`config.mk`:
```
export PLATFORM = sky130hd
export DESIGN_NAME = gfilt_bank
export DESIGN_NICKNAME = d
export VERILOG_FILES = /design/src/rtl/gfilt_pkg.sv /design/src/rtl/gfilt_chan.sv /design/src/rtl/gfilt_bank.sv
export SDC_FILE = /design/constraint.sdc
export NUM_CORES = 1
export LEC_CHECK = 0
export CORE_ASPECT_RATIO = 1.2
export CORE_MARGIN = 2
export CORE_UTILIZATION = 35
export DETAILED_ROUTE_END_ITERATION = 12
export GPL_TIMING_DRIVEN = 0
export PLACE_DENSITY = 0.5
export SLEW_MARGIN = 0
export SYNTH_ARGS = -nofsm -noshare
export SYNTH_HDL_FRONTEND = slang
export SYNTH_SLANG_ARGS = --single-unit
```
`constraint.sdc`:
```
create_clock -name clk -period 1.64 [get_ports clk]
set_input_delay 0.164 -clock clk [delete_from_list [all_inputs] [get_ports clk]]
set_output_delay 0.164 -clock clk [all_outputs]
set_load 0.01 [all_outputs]
```
`src/rtl/gfilt_pkg.sv`:
```
// Shared definitions for the gfilt_bank glitch-filter bank: mode encodings,
// parameter limits and the counter-width helper.
package gfilt_pkg;

    localparam int GFILT_MODE_INTEG  = 0;
    localparam int GFILT_MODE_CONSEC = 1;

    localparam int GFILT_CHAN_MIN = 1;
    localparam int GFILT_CHAN_MAX = 32;
    localparam int GFILT_FC_MIN   = 2;
    localparam int GFILT_FC_MAX   = 255;
    localparam int GFILT_SYNC_MIN = 1;
    localparam int GFILT_SYNC_MAX = 3;

    // Counter must be able to hold FILTER_COUNT itself (integrating saturation).
    function automatic int gfilt_cnt_w(input int fc);
        return $clog2(fc + 1);
    endfunction

endpackage

```
`src/rtl/gfilt_chan.sv`:
```
// One glitch-filter channel: input synchroniser, integrating or consecutive
// sample counter, filtered level and registered one-clock edge pulses.
module gfilt_chan
    import gfilt_pkg::*;
#(
    parameter int FILTER_COUNT = 4,
    parameter int MODE         = 0,
    parameter int SYNC_STAGES  = 2
) (
    input  logic clk,
    input  logic rst_n,
    input  logic ce,
    input  logic in,
    output logic filt,
    output logic pedge,
    output logic nedge
);

    localparam int CNT_W = gfilt_cnt_w(FILTER_COUNT);
    localparam logic [CNT_W-1:0] FC_C  = CNT_W'(FILTER_COUNT);
    localparam logic [CNT_W-1:0] FC_M1 = CNT_W'(FILTER_COUNT - 1);
    localparam logic [CNT_W-1:0] ONE   = CNT_W'(1);
    localparam logic [CNT_W-1:0] ZERO  = CNT_W'(0);

    logic [SYNC_STAGES-1:0] sync_r;
    logic [CNT_W-1:0]       cnt_r;
    logic [CNT_W-1:0]       cnt_nxt_s;
    logic                   filt_r;
    logic                   filt_nxt_s;
    logic                   pedge_r;
    logic                   nedge_r;
    logic                   s_s;

    assign s_s = sync_r[SYNC_STAGES-1];

    // Synchroniser chain runs every clock, independent of ce.
    always_ff @(posedge clk or negedge rst_n) begin
        if (!rst_n) begin
            sync_r <= '0;
        end else begin
            sync_r[0] <= in;
            for (int i = 1; i < SYNC_STAGES; i++) begin
                sync_r[i] <= sync_r[i-1];
            end
        end
    end

    // Next count / level for the selected filter mode; holds when ce is low.
    always_comb begin
        cnt_nxt_s  = cnt_r;
        filt_nxt_s = filt_r;
        if (ce) begin
            if (MODE == GFILT_MODE_INTEG) begin
                if (s_s) begin
                    if (cnt_r < FC_C) begin
                        cnt_nxt_s  = cnt_r + ONE;
                        filt_nxt_s = (cnt_r == FC_M1) ? 1'b1 : filt_r;
                    end else begin
                        cnt_nxt_s  = cnt_r;
                        filt_nxt_s = filt_r;
                    end
                end else begin
                    if (cnt_r != ZERO) begin
                        cnt_nxt_s  = cnt_r - ONE;
                        filt_nxt_s = (cnt_r == ONE) ? 1'b0 : filt_r;
                    end else begin
                        cnt_nxt_s  = cnt_r;
                        filt_nxt_s = filt_r;
                    end
                end
            end else begin
                if (s_s == filt_r) begin
                    cnt_nxt_s  = ZERO;
                    filt_nxt_s = filt_r;
                end else if (cnt_r < FC_M1) begin
                    cnt_nxt_s  = cnt_r + ONE;
                    filt_nxt_s = filt_r;
                end else begin
                    cnt_nxt_s  = ZERO;
                    filt_nxt_s = s_s;
                end
            end
        end else begin
            cnt_nxt_s  = cnt_r;
            filt_nxt_s = filt_r;
        end
    end

    // Count/level state; pulses are registered alongside the level change.
    always_ff @(posedge clk or negedge rst_n) begin
        if (!rst_n) begin
            cnt_r   <= ZERO;
            filt_r  <= 1'b0;
            pedge_r <= 1'b0;
            nedge_r <= 1'b0;
        end else begin
            cnt_r   <= cnt_nxt_s;
            filt_r  <= filt_nxt_s;
            pedge_r <= filt_nxt_s & ~filt_r;
            nedge_r <= ~filt_nxt_s & filt_r;
        end
    end

    assign filt  = filt_r;
    assign pedge = pedge_r;
    assign nedge = nedge_r;

endmodule

```
`src/rtl/gfilt_bank.sv`:
```
// Bank of independent glitch-filter channels. Define GFILT_BANK_EVENT_EN to add
// sticky per-channel event bits (evt/evt_clr) and an aggregated irq.
module gfilt_bank
    import gfilt_pkg::*;
#(
    parameter int CHANNELS     = 8,
    parameter int FILTER_COUNT = 4,
    parameter int MODE         = 0,
    parameter int SYNC_STAGES  = 2
) (
    input  logic                clk,
    input  logic                rst_n,
    input  logic                ce,
    input  logic [CHANNELS-1:0] in,
    output logic [CHANNELS-1:0] filt,
    output logic [CHANNELS-1:0] pedge,
    output logic [CHANNELS-1:0] nedge
`ifdef GFILT_BANK_EVENT_EN
    ,
    input  logic [CHANNELS-1:0] evt_clr,
    output logic [CHANNELS-1:0] evt,
    output logic                irq
`endif
);

    if (CHANNELS < GFILT_CHAN_MIN || CHANNELS > GFILT_CHAN_MAX) begin : g_bad_chan
        $error("gfilt_bank: CHANNELS out of range");
    end
    if (FILTER_COUNT < GFILT_FC_MIN || FILTER_COUNT > GFILT_FC_MAX) begin : g_bad_fc
        $error("gfilt_bank: FILTER_COUNT out of range");
    end
    if (MODE != GFILT_MODE_INTEG && MODE != GFILT_MODE_CONSEC) begin : g_bad_mode
        $error("gfilt_bank: MODE out of range");
    end
    if (SYNC_STAGES < GFILT_SYNC_MIN || SYNC_STAGES > GFILT_SYNC_MAX) begin : g_bad_sync
        $error("gfilt_bank: SYNC_STAGES out of range");
    end

    for (genvar g = 0; g < CHANNELS; g++) begin : g_chan
        gfilt_chan #(
            .FILTER_COUNT (FILTER_COUNT),
            .MODE         (MODE),
            .SYNC_STAGES  (SYNC_STAGES)
        ) u_chan (
            .clk   (clk),
            .rst_n (rst_n),
            .ce    (ce),
            .in    (in[g]),
            .filt  (filt[g]),
            .pedge (pedge[g]),
            .nedge (nedge[g])
        );
    end

`ifdef GFILT_BANK_EVENT_EN
    logic [CHANNELS-1:0] evt_r;
    logic                irq_r;

    // Sticky events: a new pulse beats a simultaneous clear.
    always_ff @(posedge clk or negedge rst_n) begin
        if (!rst_n) begin
            evt_r <= '0;
            irq_r <= 1'b0;
        end else begin
            evt_r <= (evt_r & ~evt_clr) | pedge | nedge;
            irq_r <= |evt_r;
        end
    end

    assign evt = evt_r;
    assign irq = irq_r;
`endif

endmodule

```
# Word level (Yosys, flattened, before mapping)
# Index checks and enable logic that the tools add are counted.
[op_classes]
n_eq_ne = 24
addsub = 16
n_reduce_logical = 24
n_mux = 72
n_lt_le_gt_ge = 8
bitwise = 32
[op_table]
columns = ["operator", "count"]
rows = [
  ["2-to-1 mux 3 bit", 24],
  ["2-to-1 mux 1 bit", 48],
  ["adder 3 x 1 -> 3 bit, second input constant", 8],
  ["equality test 3 x 1 -> 1 bit, second input constant", 8],
  ["equality test 3 x 2 -> 1 bit, second input constant", 8],
  ["less-than comparator 3 bit, second input constant", 8],
  ["AND reduction 3 bit", 8],
  ["nonzero test 3 bit", 8],
  ["subtractor 3 x 1 -> 3 bit, second input constant", 8],
  ["bitwise AND 1 bit", 16],
  ["inequality test 2 bit, second input constant", 8],
  ["NOT 1 bit", 16],
  ["nonzero test 2 bit", 8],
]
[word_totals]
out_inout_bits = 24
in_bits = 11
elab_cells = 216
register_bits = 64

# Longest topological paths before layout
# Gate-level depths: netlist of run 1.
[logic_depth]
depth_word = 7
mapped_depth = 6
ltp_nobuf = 6

# Cells and area by module
# A second synthesis of run 1 with hierarchy kept.
[hier_totals]
hier_cells = 312
hier_area_um2 = 3403.3
[modules_own_cells]
columns = ["module", "area_per_inst_um2", "n_inst", "seq_area_each_um2", "cells_per_inst"]
rows = [
  ["gfilt_chan", 425.4, 8, 200.2, 39],
]

# Worst setup path after synthesis of run 1
# OpenSTA, ideal clock, no wires.
[synth_path]
kind = "register to register"
start = "reg g_chan[5].u_chan.cnt_r[0]"
end = "reg g_chan[5].u_chan.cnt_r[1]"
setup_time_ns = 0.130
period_less_slack_ns = 1.376
setup_slack_ns = 0.264
required_ns = 1.510
stages_incl_launch_ff = 7
t_arrival_ns = 1.246
n_path_buf = 0
path_cell_list = "dfrtp_1 -> inv_1 -> ha_1 -> nand4b_1 -> o41ai_2 -> a311oi_1 -> o21ai_1"
[synth_via]
elab_chain_len = 3
word_cells_on_any_way = 10
classes_between = "add/sub: 2; order compare: 1; eq/ne: 1; mux: 3; reduce/logical: 3"
[synth_lines]
columns = ["element", "line_no", "source"]
rows = [
  ["from (decl)", "gfilt_chan.sv:26", "logic [CNT_W-1:0] cnt_r;"],
  ["from (signal assigned)", "gfilt_chan.sv:97", "cnt_r <= cnt_nxt_s;"],
  ["less-than comparator 3 bit (tied with other cells)", "gfilt_chan.sv:55", "if (cnt_r < FC_C) begin"],
  ["inequality test 2 bit (no source line) (tied with other cells)", "--", ""],
  ["AND reduction 3 bit (no source line) / 2-to-1 mux 3 bit (equally long branches)", "--", ""],
]
# Parallel ways exist; a longest one is shown, timed or not. The select of a mux whose other input is x is not followed.
# A chain may end at the register's enable or synchronous reset.

# Worst setup path after layout of run 1
[layout_path]
start = "reg g_chan[5].u_chan.filt_r"
end = "out filt[5]"
[layout_rtl]
columns = ["element", "line_no", "source"]
rows = [
  ["from (decl)", "gfilt_chan.sv:28", "logic filt_r;"],
  ["from (signal assigned)", "gfilt_chan.sv:98", "filt_r <= filt_nxt_s;"],
  ["to (decl)", "gfilt_bank.sv:15", "output logic [CHANNELS-1:0] filt,"],
]
# No word-level cell between the ends.

==> results of run 1 <==
==> flip-flops by register name, indices dropped and copies added (netlist names) <==
name,cells
g_chan.u_chan.nedge,8
g_chan.u_chan.cnt_r,24
g_chan.u_chan.pedge,8
g_chan.u_chan.sync_r,16
g_chan.u_chan.filt,8
==> synth_stat cells, drive strengths merged (4+ instances only) <==
cell	n	share of area
dfrtp	64	0.45
ha	40	0.14
buf	33	0.066
inv	29	0.031
nand2	28	0.029
o21ai	21	0.029
a21oi	18	0.025
nor2	15	0.016
nor2b	10	0.018
nor3b	8	0.017
xnor2	8	0.020
a221o	7	0.020
nor4	7	0.012
nand3	5	0.0070
nand3b	5	0.011
a221oi	4	0.012
a311oi	4	0.0098
and4b	4	0.011
==> timing repair <==
| action | in CTS | in global routing |
|---|---|---|
| endpoints found under the hold margin | 64 | 0 |
| gates resized for setup | 0 | 1 |
| hold buffers | 1 | 0 |
| setup endpoints to repair | 0 | 1 |
==> cells by family after synthesis <==
kind of cell / Yosys count / share of synthesized area
flops: 64 / 0.449
buf+inv: 65 / 0.100
xor+xnor: 8 / 0.0196
simple gates: 95 / 0.148
fa+ha+maj: 40 / 0.140
compound gates: 74 / 0.142
==> routing by layer <==
| layer | wire, µm | vias to the layer above | part of all wire |
|---|---|---|---|
| li1 | - | 1284 | - |
| met1 | 3030 | 1233 | 0.46 |
| met2 | 3280 | 34 | 0.49 |
| met3 | 193 | 10 | 0.029 |
| met4 | 156 | 0 | 0.023 |
| met5 | 0 | - | 0 |
==> cells in the final DEF (no fill, tap or decap), types with 2 or more instances in the layout <==
cell type and count:
a21o_1 2, a21oi_1 18, a221o_1 7, a221oi_1 3, a22o_1 3, a311oi_1 4, a31oi_1 2, and2b_1 2
and4_1 2, and4b_1 4, buf_2 6, buf_4 27, clkbuf_1 3, clkbuf_16 9, clkbuf_8 5, clkdlybuf4s50_1 33
clkinv_2 2, dfrtp_1 64, ha_1 39, inv_1 28, nand2_1 28, nand2b_1 3, nand3_1 5, nand3b_1 5
nor2_1 14, nor2b_1 10, nor3_1 2, nor3b_1 8, nor4_1 7, nor4b_1 3, o211ai_1 3, o21ai_0 16
o21ai_1 5, o22ai_1 2, o32ai_1 3, xnor2_1 8
==> worst max-delay path, cell delays in order, from the launching register on <==
cell	delay [ps]
dfrtp_1	410
buf_4	130
clkdlybuf4s50_1	520
==> power by group <==
group | internal [W] | leakage (nW) | total [W] | switching (W)
registers | 0.00191 | 0.765 | 0.00231 | 0.000392
clock network | 0.00122 | 0.155 | 0.00187 | 0.000643
logic | 0.000994 | 1.12 | 0.00210 | 0.00110
total | 0.00413 | 2.04 | 0.00627 | 0.00214
==> worst max-delay path by stage <==
stage                     slack [ps]  cells after the start                       from                         to
after floorplan                  260                      6  g_chan[5].u_chan.cnt_r[0]  g_chan[5].u_chan.cnt_r[1]
after global placement         -1900                      1                      rst_n  g_chan[0].u_chan.cnt_r[0]
after detailed placement        -110                      5                         ce  g_chan[1].u_chan.cnt_r[0]
after CTS                         60                      2      g_chan[5].u_chan.filt                    filt[5]
after global routing              10                      6  g_chan[6].u_chan.cnt_r[1]  g_chan[6].u_chan.cnt_r[1]
final                             90                      2      g_chan[5].u_chan.filt                    filt[5]
==> stage by stage <==
stage / setup WS, ps / power, W
final: 86.1 / 0.00627
after global routing: 14.6 / 0.00684
after CTS: 56.0 / 0.00636
after detailed placement: -107 / 0.00444
after global placement: -1900 / 0.00438
after floorplan: 264 / 0.00389
==> area by class of cell <==
cell class	instances	area [µm²]
buffer	36	248
timing repair buffer	35	348
multi-input combinational	217	1610
clock buffer	14	294
sequential	64	1600
tap	126	158
clock inverter	2	10.0
inverter	29	109
fill	937	5580
==> metrics.md, run 1 <==
| Metric | Value |
|---|---|
| Routed vias/inst | `between 4 and 5` |
| GRT met1 Usage | `0.165` |
| Detailed Routing Iterations Pass 1 | `4` |
| Max VDD drop | `0.520 mV` |
| Area grow syn2layout | `22.8%` |
| Worst Path Required | `1480 ps` |
| Port Buffer Count | `34` |
| Die area | `0.0110 mm²` |
| First-pass GRT wire length | `11500 µm` |
| GRT Total Usage | `0.136` |
| Number of buffers created by CTS | `9` |
| Clock transition at path regs | `50 ps` |
| Global-route track usage on met3 | `0.0336` |
| Arrival @ worst endpoint | `1390 ps` |
| R2R setup slack | `140 ps` |
| Ys Warns | `0` |
| Layout Cells excl Fill | `523` |
| Initial Utilization | `0.358` |
| Fmax achieved | `between 600 and 700 MHz` |
| Ant diodes | `0` |
| Mapped Area | `0.00357 mm²` |
| Status | `finished, final reports clean` |
| First DRT Iteration DRCs | `73` |
| RSZ-0062 raised after global routing | `false` |
| Routed wire length per instance | `12.7 µm` |
| Max-cap viol count | `0` |
| Endpoint of the worst hold path | `g_chan[1].u_chan.sync_r[0]` |
| Final min period | `roughly 1600 ps` |
| Hold Fails Final Rpt | `0` |
| Remaining antenna violation count | `0` |
| Final Cycle Share | `0.948` |
| Nets | `443` |
| Via count | `2561` |
| Synth unique cells | `42` |
| Fin area | `roughly 0.0044 mm²` |
| Min-delay src | `in[1]` |
| Clock Latency Late Sink | `330 ps` |
| Post-synth EDFFs | `0` |
| Total grt overflow | `0` |
| Clock skew | `6.36 ps` |
| Vias in the first global route | `2506` |
| Mapped Cells | `346` |
| Ratio of cells with drive above 1 in the final layout | `0.139` |
| Fin Setup TNS | `0 ps` |
| Crit Path Category | `reg2out` |
| Post-Place Cells | `506` |
| Core ar. | `0.00996 mm²` |
| IO Count | `35` |
| Worst min path class | `in2reg` |
| Final setup violation count | `0` |
| DRC Markers | `0` |
| Total wire length | `6660 µm` |
| GR peak layer | `met2` |
| CTS HTree Levels | `3` |
| Root Buffer | `clkbuf_16` |
| Yosys reg bits | `64` |
| Die extent in x | `about 96 µm` |
| Placed Area | `0.00406 mm²` |
| Met2 Use GR | `0.222` |
| FP Rows | `40` |
| Hold depth | `1` |
| Initial antenna violation count | `0` |
| Leakage | `a little over 2 nW` |
| Worst-path maximum fanout | `5` |
| Clock sink count | `64` |
| Largest net degree at the start of global routing | `65` |
| Syn_nets | `397` |
| GPL Wtd Cong | `0.764` |
| Register area share after synthesis | `0.449` |
| Worst reg2reg endpoint | `g_chan[6].u_chan.cnt_r[1]` |
| Post-Syn Area per Cell | `between 10 and 15 µm²` |
| CTS tree | `done` |
| Path depth of the worst reg2reg path | `6` |
| Post-DP HPWL | `4540 µm` |
| Actual slew at the worst max-slew pin | `810 ps` |
| CP Launch Type | `flip-flop` |
| Layout Utilization | `0.440` |
| Crit. End Element | `output pin` |
| Max-slew headroom at the worst pin | `0.460` |
| Max-slew violations | `0` |
| CTS Buffer Depth | `2` |
| Async S/R FF share, synth | `1.00` |
| Die Ht | `115 µm` |
| Critical R2R Launch | `g_chan[6].u_chan.cnt_r[1]` |
| Primary FF master, synth | `dfrtp_1` |
| Post-CTS Setup Bufs | `0` |
| Fin Hold WS | `between 200 and 300 ps` |
| Power density over the cells | `1430 mW/mm²` |
(Power assumes the default switching activity.)
==> run 2, diff against run 1 <==
--- a/config.mk
+++ b/config.mk
@@ -5,6 +5,7 @@
 export SDC_FILE = /design/constraint.sdc
 export NUM_CORES = 1
 export LEC_CHECK = 0
+export ABC_AREA = 1
 export CORE_ASPECT_RATIO = 1.2
 export CORE_MARGIN = 2
 export CORE_UTILIZATION = 35
==> metrics.md, run 2 <==
| Metric | Value |
|---|---|
| Status | `finished, final reports clean` |
| Max VDD drop | `0.708 mV (+36%)` |
| Fmax achieved | `663 MHz (+3.0%)` |
| Register area share after synthesis | `0.449 (about the same)` |
| Synth unique cells | `23 (-45%)` |
| Clock sink count | `64 (unchanged)` |
| Count leader, synth | `nand2_1` |
| Final setup violation count | `0 (unchanged)` |
| Fin area | `0.00433 mm² (-1.2%)` |
| Most flops, register | `g_chan.u_chan.cnt_r` |
| Initial antenna violation count | `0 (unchanged)` |
| Nets | `525 (+19%)` |
| Area grow syn2layout | `21.4%` |
| Vias in the first global route | `2263 (-9.7%)` |
| Synth area leader | `dfrtp_1` |
| Crit. End Element | `output pin` |
| CTS Buffer Depth | `2 (unchanged)` |
| CTS tree | `done` |
| Primary FF master, synth | `dfrtp_1` |
| Max-slew headroom at the worst pin | `0.472 (+0.0123)` |
| Commonest non-fill, non-tap cell in the layout | `nand2_1` |
| Most frequent cells in the layout | `142 x nand2_1, 76 x inv_1, 64 x dfrtp_1, 40 x ha_1, 32 x clkdlybuf4s50_1` |
| Max-slew violations | `0 (unchanged)` |
| Async S/R FF share, synth | `1.00 (unchanged)` |
| Initial Utilization | `0.358 (about the same)` |
| Cell family with most CP delay | `buffers and inverters` |
| Actual slew at the worst max-slew pin | `792 ps (-18.4 ps)` |
| Ratio of cells with drive above 1 in the final layout | `0.115 (-0.0237)` |
| First-pass GRT wire length | `9920 µm (-14%)` |
| Leakage | `2.42 nW (+19%)` |
| Ant diodes | `0 (unchanged)` |
| Final min period | `1510 ps (-44.8 ps)` |
| Post-CTS Setup Bufs | `0 (unchanged)` |
| First DRT Iteration DRCs | `78 (+6.8%)` |
| Regs by FF count | `g_chan.u_chan.cnt_r: 24 flops, g_chan.u_chan.sync_r: 16 flops` |
| R2R setup slack | `240 ps (+100 ps)` |
| CTS hold repair buffers | `1 (unchanged)` |
| Clk pwr share | `0.246 (-0.052)` |
| Total wire length | `5550 µm (-17%)` |
| CP startpoint | `g_chan[1].u_chan.filt` |
| Clock skew | `3.67 ps (-2.69 ps)` |
| Top area cells in the synthesized netlist | `dfrtp_1 45%, nand2_1 15%, ha_1 14%` |
| Sw Ratio | `0.362 (+0.0208)` |
| Power share of the combinational group | `0.399 (+0.064)` |
| Crit-path cells | `buf_4 -> clkdlybuf4s50_1` |
| Cell internal pwr | `0.00438 W (+6.1%)` |
| Worst Path Required | `1480 ps (about the same)` |
| Power density over the cells | `1590 mW/mm² (+11%)` |
| Mapped Area | `0.00356 mm² (about the same)` |
| Layout Cells excl Fill | `605 (+16%)` |
| Largest net degree at the start of global routing | `65 (unchanged)` |
| Clock Latency Late Sink | `330 ps (about the same)` |
| Routed wire length per instance | `9.17 µm (-28%)` |
| Via count | `2489 (-2.8%)` |
| Port Buffer Count | `33 (-2.9%)` |
| Worst reg2reg endpoint | `g_chan[1].u_chan.cnt_r[2]` |
| Die extent in x | `96.1 µm (about the same)` |
| Crit Path Category | `reg2out` |
| CTS HTree Levels | `3 (unchanged)` |
| Seq pwr share | `0.355 (-0.013)` |
| Most frequent cells after synthesis | `142 x nand2_1, 76 x inv_1, 64 x dfrtp_1, 40 x ha_1, 25 x buf_4` |
| Top cell type's share of synthesized area | `0.449 (about the same)` |
| NetSw | `0.00248 W (+16%)` |
| CP max stage delay | `520 ps (about the same)` |
| Resized Gates After CTS | `0 (unchanged)` |
| IO Count | `35 (unchanged)` |
| Yosys reg bits | `64 (unchanged)` |
| Die Ht | `115 µm (about the same)` |
| Crit path depth | `2 (unchanged)` |
| Syn_nets | `480 (+21%)` |
| Mapped Cells | `429 (+24%)` |
| GRT Total Usage | `0.117 (-0.0197)` |
| Detailed Routing Iterations Pass 1 | `4 (unchanged)` |
| Worst min path class | `in2reg` |
| Max reg flops | `24 (unchanged)` |
| DRC Markers | `0 (unchanged)` |
| Post-Syn Area per Cell | `8.31 µm² (-19%)` |
| Path depth of the worst reg2reg path | `6 (unchanged)` |
| Worst-path maximum fanout | `4 (-1)` |
| Placed Area | `0.00405 mm² (-0.31%)` |
| Clock transition at path regs | `50 ps (about the same)` |
| Crit-path slowest cell | `clkdlybuf4s50_1` |
| RSZ-0062 raised after global routing | `false` |
| Die area | `0.0110 mm² (about the same)` |
| CP Launch Type | `flip-flop` |
| CP bufs+invs | `2 (unchanged)` |
| Number of buffers created by CTS | `9 (unchanged)` |
| Max-cap viol count | `0 (unchanged)` |
| Root Buffer | `clkbuf_16` |
| Ys Warns | `0 (unchanged)` |
| GPL Wtd Cong | `0.743 (-2.8%)` |
| Critical R2R Launch | `g_chan[1].u_chan.cnt_r[0]` |
| Post-DP HPWL | `4070 µm (-10%)` |
| Final Cycle Share | `0.920 (-0.0273)` |
| Post-Place Cells | `588 (+16%)` |
| Arrival @ worst endpoint | `1350 ps (-40 ps)` |
| Routed vias/inst | `4.11 (-16%)` |
| Post-synth EDFFs | `0 (unchanged)` |
| Remaining antenna violation count | `0 (unchanged)` |
| Total grt overflow | `0 (unchanged)` |
| Worst Setup EP | `filt[1]` |
| FP Rows | `40 (unchanged)` |
| Hold Fails Final Rpt | `0 (unchanged)` |
| Core ar. | `0.00996 mm² (unchanged)` |
| Filler Cells Inserted | `989 (+5.5%)` |
run 2: stage by stage:
stage	hold slack, ps	total power [W]	setup TNS (ps)	utilization	setup slack, ps
3_5_place_dp	328	0.00525	0	0.407	246
5_1_grt	195	0.00762	0	0.434	72.4
3_3_place_gp	332	0.00520	-119100	0.407	-1870
2_1_floorplan	-132	0.00448	0	-	319
4_1_cts	176	0.00700	0	0.434	109
6_report	183	0.00687	0	0.434	131
run 2: cell families (layout without fill, tap and decap cells):
kind of cell | after synthesis | count (layout) | synth area share
AOI/OAI and AO/OA | 16 | 16 | 0.0235
xor gates and xnor gates | 8 | 8 | 0.0197
and+or+nand+nor | 196 | 196 | 0.227
DFF | 64 | 64 | 0.449
adders and majority gates | 40 | 40 | 0.140
buffers and inverters | 105 | 155 | 0.140
run 2: layout make-up:
class	count	area, µm²	share of cell area
Clock buffer	12	246	0.0570
Buffer	26	199	0.0460
Tap cell	126	158	0.0364
Sequential cell	64	1600	0.370
Multi-Input combinational cell	260	1460	0.338
Inverter	79	299	0.0691
Clock inverter	4	20.0	0.00463
Timing Repair Buffer	34	338	0.0781
run 2: worst reg2reg max path, stage by stage, from the launching register on:
cell	delay, ps
dfrtp_1	410
ha_1	230
ha_1	260
or2_2	290
nand2_1	60
nand2_1	40
nand2_1	50
run 2: worst min path at each step:
stage                               start                         end  cells after the start
2_1_floorplan                       rst_n   g_chan[0].u_chan.cnt_r[0]                      0
3_3_place_gp   g_chan[3].u_chan.sync_r[0]  g_chan[3].u_chan.sync_r[1]                      0
3_5_place_dp                        rst_n      g_chan[7].u_chan.nedge                      1
4_1_cts                                ce   g_chan[6].u_chan.cnt_r[2]                      4
5_1_grt                                ce   g_chan[5].u_chan.cnt_r[2]                      4
6_report                               ce   g_chan[6].u_chan.cnt_r[2]                      4
run 2: power groups by stage:
stage	clock network, W	registers, W	logic, W
3_3_place_gp	0	0.00245	0.00274
5_1_grt	0.00184	0.00252	0.00326
2_1_floorplan	0	0.00237	0.00211
4_1_cts	0.00176	0.00244	0.00280
3_5_place_dp	0	0.00247	0.00278
6_report	0.00169	0.00244	0.00274
run 2: routing by layer:
metal / wire length [µm] / vias up / GRT usage
met5: 0 / - / 0
met4: 154 / 0 / 0.0714
met3: 144 / 11 / 0.0217
met2: 2630 / 24 / 0.184
met1: 2610 / 1110 / 0.147
li1: - / 1344 / -
